==> config.mk <==
export PLATFORM = sky130hd
export DESIGN_NAME = wino_out_raster_flat
export DESIGN_NICKNAME = d
export VERILOG_FILES = /design/src/rtl/wino_pkg.sv /design/src/rtl/wino_out_raster_if.sv /design/src/rtl/wino_tile_bank.sv /design/src/rtl/wino_out_raster.sv /design/src/flat_wrapper.sv
export SDC_FILE = /design/constraint.sdc
export NUM_CORES = 1
export LEC_CHECK = 0
export ABC_AREA = 1
export CORE_UTILIZATION = 35
export CTS_CLUSTER_DIAMETER = 200
export DETAILED_ROUTE_END_ITERATION = 12
export PLACE_DENSITY = 0.6
export SLEW_MARGIN = 10
export SYNTH_ARGS = -nofsm -noshare
export SYNTH_HDL_FRONTEND = slang
export SYNTH_SLANG_ARGS = --single-unit
==> constraint.sdc <==
create_clock -name clk -period 2.25 [get_ports clk]
set_input_delay 0.45 -clock clk [delete_from_list [all_inputs] [get_ports clk]]
set_output_delay 0.45 -clock clk [all_outputs]
set_load 0.1 [all_outputs]
==> src/rtl/wino_pkg.sv <==
// Shared definitions for the Winograd F(2x2,3x3) output path:
// pixel width, 2x2 tile packing offsets and element extraction.
package wino_pkg;

    localparam int WO  = 32;

    // Element slot within a packed tile word: yRC sits at slot 2*R + C.
    localparam int Y00 = 0;
    localparam int Y01 = 1;
    localparam int Y10 = 2;
    localparam int Y11 = 3;

    function automatic logic [WO-1:0] tile_elem(input logic [4*WO-1:0] tile,
                                                 input logic            r,
                                                 input logic            c);
        logic [WO-1:0] e;
        case ({r, c})
            2'b00:   e = tile[Y00*WO +: WO];
            2'b01:   e = tile[Y01*WO +: WO];
            2'b10:   e = tile[Y10*WO +: WO];
            2'b11:   e = tile[Y11*WO +: WO];
            default: e = tile[Y00*WO +: WO];
        endcase
        return e;
    endfunction

endpackage

==> src/rtl/wino_out_raster_if.sv <==
// Tile-in / pixel-out handshake bundle of wino_out_raster.
interface wino_out_raster_if;
    import wino_pkg::*;

    logic              tile_valid;
    logic              tile_ready;
    logic [4*WO-1:0]   tile_y;
    logic              out_valid;
    logic              out_ready;
    logic [WO-1:0]     out_data;
    logic              out_sol;
    logic              out_eol;
    logic              out_eof;

    modport slave (
        input  tile_valid, tile_y, out_ready,
        output tile_ready, out_valid, out_data, out_sol, out_eol, out_eof
    );

    modport master (
        output tile_valid, tile_y, out_ready,
        input  tile_ready, out_valid, out_data, out_sol, out_eol, out_eof
    );

endinterface

==> src/rtl/wino_tile_bank.sv <==
// One tile-row buffer: TW packed 2x2 tiles in flops, single write port,
// combinational read port.
module wino_tile_bank
    import wino_pkg::*;
#(
    parameter int TW = 4,
    parameter int AW = 2
) (
    input  logic            clk,
    input  logic            rstn,
    input  logic            we,
    input  logic [AW-1:0]   waddr,
    input  logic [4*WO-1:0] wdata,
    input  logic [AW-1:0]   raddr,
    output logic [4*WO-1:0] rdata
);

    logic [4*WO-1:0] mem_r [TW];

    // Tile storage, cleared on reset so discarded rows never reappear.
    always_ff @(posedge clk or negedge rstn) begin
        if (!rstn) begin
            for (int i = 0; i < TW; i++) begin
                mem_r[i] <= {(4*WO){1'b0}};
            end
        end else if (we) begin
            mem_r[waddr] <= wdata;
        end
    end

    assign rdata = mem_r[raddr];

endmodule

==> src/rtl/wino_out_raster.sv <==
// Re-serialises 2x2 tiles (tile-raster order) into a pixel raster stream
// through a ping-pong pair of tile-row banks. TW must be a power of two.
module wino_out_raster
    import wino_pkg::*;
#(
    parameter int TW = 4,
    parameter int TH = 2
) (
    input  logic               clk,
    input  logic               rstn,
    wino_out_raster_if.slave   bus
);

    localparam int AW     = (TW > 1) ? $clog2(TW) : 1;
    localparam int CW     = AW + 1;
    localparam int RW     = (TH > 1) ? $clog2(TH) : 1;
    localparam int C_LAST = 2 * TW - 1;

    logic [1:0]      full_r;
    logic            wbank_r;
    logic            rbank_r;
    logic [AW-1:0]   wcol_r;
    logic [CW-1:0]   c_r;
    logic            r_r;
    logic [RW-1:0]   trow_r;

    logic            tile_acc_s;
    logic            pix_acc_s;
    logic            line_end_s;
    logic            row_done_s;
    logic            drain_done_s;
    logic [1:0]      full_nxt_s;
    logic [4*WO-1:0] rdata0_s;
    logic [4*WO-1:0] rdata1_s;
    logic [4*WO-1:0] tile_sel_s;
    logic [WO-1:0]   elem_s;

    assign bus.tile_ready = !full_r[wbank_r];
    assign bus.out_valid  = full_r[rbank_r];

    assign tile_acc_s   = bus.tile_valid && bus.tile_ready;
    assign pix_acc_s    = bus.out_valid && bus.out_ready;
    assign line_end_s   = (c_r == CW'(C_LAST));
    assign row_done_s   = tile_acc_s && (wcol_r == AW'(TW - 1));
    assign drain_done_s = pix_acc_s && line_end_s && r_r;

    wino_tile_bank #(.TW(TW), .AW(AW)) u_bank0 (
        .clk   (clk),
        .rstn  (rstn),
        .we    (tile_acc_s && !wbank_r),
        .waddr (wcol_r),
        .wdata (bus.tile_y),
        .raddr (c_r[CW-1:1]),
        .rdata (rdata0_s)
    );

    wino_tile_bank #(.TW(TW), .AW(AW)) u_bank1 (
        .clk   (clk),
        .rstn  (rstn),
        .we    (tile_acc_s && wbank_r),
        .waddr (wcol_r),
        .wdata (bus.tile_y),
        .raddr (c_r[CW-1:1]),
        .rdata (rdata1_s)
    );

    // Set and clear never hit the same bank together: a write needs a
    // non-full bank, a drain needs a full one.
    always_comb begin
        full_nxt_s          = full_r;
        full_nxt_s[wbank_r] = full_r[wbank_r] | row_done_s;
        full_nxt_s[rbank_r] = full_nxt_s[rbank_r] & ~drain_done_s;
    end

    // Pixel selection: line r picks tile row r, c[0] picks the tile column.
    always_comb begin
        tile_sel_s = rbank_r ? rdata1_s : rdata0_s;
        elem_s     = tile_elem(tile_sel_s, r_r, c_r[0]);
    end

    assign bus.out_data = bus.out_valid ? elem_s : {WO{1'b0}};
    assign bus.out_sol  = bus.out_valid && (c_r == CW'(0));
    assign bus.out_eol  = bus.out_valid && line_end_s;
    assign bus.out_eof  = bus.out_valid && line_end_s && r_r && (trow_r == RW'(TH - 1));

    // Write/read pointers, bank flags and frame position.
    always_ff @(posedge clk or negedge rstn) begin
        if (!rstn) begin
            full_r  <= 2'b00;
            wbank_r <= 1'b0;
            rbank_r <= 1'b0;
            wcol_r  <= AW'(0);
            c_r     <= CW'(0);
            r_r     <= 1'b0;
            trow_r  <= RW'(0);
        end else begin
            full_r <= full_nxt_s;
            if (tile_acc_s) begin
                if (row_done_s) begin
                    wcol_r  <= AW'(0);
                    wbank_r <= ~wbank_r;
                end else begin
                    wcol_r  <= wcol_r + AW'(1);
                end
            end
            if (pix_acc_s) begin
                if (line_end_s) begin
                    c_r <= CW'(0);
                    r_r <= ~r_r;
                    if (r_r) begin
                        rbank_r <= ~rbank_r;
                        trow_r  <= (trow_r == RW'(TH - 1)) ? RW'(0) : trow_r + RW'(1);
                    end
                end else begin
                    c_r <= c_r + CW'(1);
                end
            end
        end
    end

endmodule

==> src/flat_wrapper.sv <==
// flat-port wrapper written by rule: the top's interface ports become plain ports
module wino_out_raster_flat import wino_pkg::*;
#(
    parameter int TW = 4,
    parameter int TH = 2
)
  (clk, rstn, bus_tile_valid, bus_tile_y, bus_out_ready, bus_tile_ready, bus_out_valid, bus_out_data, bus_out_sol, bus_out_eol, bus_out_eof);
  wino_out_raster_if bus_i ();
  input  logic clk;
  input  logic rstn;
  input wire logic [$bits(bus_i.tile_valid)-1:0] bus_tile_valid;
  input wire logic [$bits(bus_i.tile_y)-1:0] bus_tile_y;
  input wire logic [$bits(bus_i.out_ready)-1:0] bus_out_ready;
  output wire logic [$bits(bus_i.tile_ready)-1:0] bus_tile_ready;
  output wire logic [$bits(bus_i.out_valid)-1:0] bus_out_valid;
  output wire logic [$bits(bus_i.out_data)-1:0] bus_out_data;
  output wire logic [$bits(bus_i.out_sol)-1:0] bus_out_sol;
  output wire logic [$bits(bus_i.out_eol)-1:0] bus_out_eol;
  output wire logic [$bits(bus_i.out_eof)-1:0] bus_out_eof;
  assign bus_i.tile_valid = bus_tile_valid;
  assign bus_i.tile_y = bus_tile_y;
  assign bus_i.out_ready = bus_out_ready;
  assign bus_tile_ready = bus_i.tile_ready;
  assign bus_out_valid = bus_i.out_valid;
  assign bus_out_data = bus_i.out_data;
  assign bus_out_sol = bus_i.out_sol;
  assign bus_out_eol = bus_i.out_eol;
  assign bus_out_eof = bus_i.out_eof;
  wino_out_raster #(.TW(TW), .TH(TH)) u_core (.clk(clk), .rstn(rstn), .bus(bus_i));
endmodule
==> impl_metrics.json <==
{
  "cts_buffers": 111,
  "start_util_pct": 35.5,
  "syn-cell-area_mm2": 0.0490,
  "portBuffers": 168,
  "cp_max_fo": 7,
  "cts_sinks": 1035,
  "tns_ns": -36.68,
  "wl_per_cell_um": 19.3,
  "num_vias": 44200,
  "powerDensity_mw_per_mm2": 1600,
  "drt_iter0_drc": 4271,
  "hold_class": "input port to asynchronous set/reset pin",
  "fin_worst_skew_ns": 0.0470,
  "fp.dieH_um": 376,
  "crit_type": "flip-flop to output port",
  "finalCriticalPeriod_ns": 3.37,
  "period_share_pct": 150,
  "setup_viol": 36,
  "dr.pass1.iters": 6,
  "path_delay_family": "buffers and inverters",
  "synthTopCellsByArea": "dfrtp_1, nand2_1, o21ai_0, nand3_1, inv_1",
  "finish.utilization_pct": 45.9,
  "clk_path_buf_depth": 3,
  "violations": "negative setup slack",
  "worst_hold_slack_ns": 0.161,
  "synth.most_common_cell": "nand2_1",
  "dp_slack_ns": -0.573,
  "root_buffer": "clkbuf_16",
  "synth_cells": 6472,
  "r2r_slack_ns": 0.05,
  "yosys_warnings": 0,
  "via_per_inst": 5.07,
  "timing.fmax_mhz": 297,
  "final_nets": 6893,
  "grt_overflow": 0,
  "total_power_mw": 101,
  "gp_congestion": 0.868,
  "hold_viol": 0,
  "status": "finished with violations",
  "yosys-top-cells-count": "nand2_1, dfrtp_1, o21ai_0",
  "critical_path_buf_inv_count": 6,
  "arrival_ns": 2.92,
  "place_area_mm2": 0.0562,
  "syn_nets": 6611,
  "maxSlewViolCount": 0,
  "synthFlopType": "dfrtp_1",
  "rows": 136,
  "stdcell_area_mm2": 0.0635,
  "cts_tree": "built",
  "tightest_slew_ns": 0.632,
  "r2r-end": "u_core.full_r[1]",
  "dieWidth_um": 376,
  "slowest_delay_ns": 0.54,
  "ios": 169,
  "ant_nets": 0,
  "cts_max_level": 3,
  "seq_area_frac_synth_pct": 52.8,
  "drcViolationCount": 0,
  "critPathSlowestCell": "dfrtp_4",
  "antenna_found_initial": 7,
  "netlist-cell-type-count": 22,
  "path_clk_slew_ns": 0.06,
  "die-area_mm2": 0.142,
  "cp.required_ns": 1.80,
  "grt_pass1_wl_um": 256000,
  "n_fill_cell": 13500,
  "dp_hpwl_um": 108000,
  "multi_input_area_mm2": 0.0205,
  "worstPathCellList": "buf_12, buf_16, buf_16, clkbuf_16, nand2_4, nand3_2, nand3_2, nand3_2, nand2_2, nor2_4, buf_6, nor2_4, buf_12",
  "syn_avg_cell_area_um2": 7.57,
  "dp.cells": 8433,
  "slew_headroom_pct": 57.9,
  "drive_above_1_share_pct": 15.1,
  "yosysTopAreaCell": "dfrtp_1",
  "grt_max_degree": 110,
  "first_global_vias": 42200,
  "p_leak_nw": 31.2,
  "ys_seq_elements": 1035,
  "cp_common_cell": "nand3_2",
  "synthArstFlopShare_pct": 100,
  "max_cap_viol_count": 0,
  "clock_latency_ns": 0.75,
  "r2r_start": "u_core.c_r[1]",
  "start_kind": "flip-flop",
  "core_mm2": 0.138,
  "synth_top_cell_area_share_pct": 52.8,
  "rsz0062_at_grt": "true",
  "ir_drop_mv": 1.31,
  "final-seq-area_mm2": 0.0259,
  "rr_worst_depth": 11,
  "synth_edf_count": 0,
  "routed_wl_um": 168000,
  "setup_slack_ns": -1.12,
  "area_growth_pct": 29.5,
  "fin_cells": 8715,
  "grt_use_total_pct": 23.3,
  "critPathCaptureType": "output port"
}
==> per-layer routing <==
metal	track usage [%]	wire length [µm]	vias to the layer above
li1	-	-	20900
met1	32.7	74600	21400
met2	36.2	75900	1537
met3	3.27	11100	264
met4	8.87	6410	4
met5	0	23	-
==> cell usage in the layout (no fill, tap or decap), drive strengths merged <==
master	synthesis	layout
a21oi	4	4
a31oi	1	1
buf	223	451
bufbuf	0	4
bufinv	0	6
clkbuf	217	189
clkdlybuf4s50	0	130
clkinv	0	35
clkinvlp	0	2
dfrtp	1035	1035
diode	0	1
dlygate4sd3	0	1
ha	7	7
inv	722	723
nand2	2345	2345
nand3	810	810
nor2	75	75
nor3	1	1
nor4	1	1
o21ai	1028	1028
xor2	3	3
==> cells by family after synthesis <==
group | count (synthesis) | synth area share, %
AND/OR/NAND/NOR | 3232 | 26.8
XOR/XNOR | 3 | 0.0536
buffers and inverters | 1162 | 9.56
AO/OA/AOI/OAI | 1033 | 10.5
flip-flops | 1035 | 52.8
adder cells (fa/ha/maj) | 7 | 0.179
==> report_power, final <==
part	total (mW)	internal (mW)	switching, mW
Sequential	31.6	26.9	4.61
Combinational	51.0	20.0	31.0
Clock	18.9	10.9	8.04
==> cell type report <==
class / count / area share (%)
diodes: 1 / 0.00394
clock buffers: 169 / 5.23
clock inverters: 41 / 0.749
inverters: 722 / 4.37
multi-input cells: 4275 / 32.2
flip-flops and latches: 1035 / 40.8
well taps: 1863 / 3.67
repair buffers: 606 / 12.8
repair inverters: 3 / 0.0926
==> state kept, by name, summed over array words and instances, names as in the netlist <==
| name | cells |
|---|---|
| u_core.u_bank1.mem_r | 512 |
| u_core.r_r | 1 |
| u_core.full_r | 2 |
| u_core.c_r | 3 |
| u_core.u_bank0.mem_r | 512 |
| u_core.wcol_r | 2 |
| u_core.wbank_r | 1 |
| u_core.trow_r | 1 |
| u_core.rbank_r | 1 |
==> worst max-delay path by stage <==
stage / start / to / slack (ns) / cells past startpoint
2_1_floorplan: u_core.rbank_r / bus_out_eof / -0.12 / 6
3_3_place_gp: u_core.c_r[1] / bus_out_data[11] / -0.56 / 10
3_5_place_dp: u_core.c_r[1] / bus_out_data[11] / -0.57 / 10
4_1_cts: u_core.c_r[1] / bus_out_data[13] / -1.20 / 14
5_1_grt: u_core.c_r[1] / bus_out_data[13] / -1.19 / 13
6_report: u_core.c_r[1] / bus_out_data[13] / -1.12 / 13
==> repair_timing <==
| item | in CTS | in global routing |
|---|---|---|
| hold endpoints to repair | 206 | 0 |
| gates cloned | 11 | 24 |
| pin swaps | 34 | 136 |
| buffers inserted | 14 | 29 |
| hold buffers | 1 | 0 |
| setup endpoints to repair | 41 | 40 |
| gates resized for setup | 202 | 331 |
No activity file was read; power rests on OpenSTA's default activity.
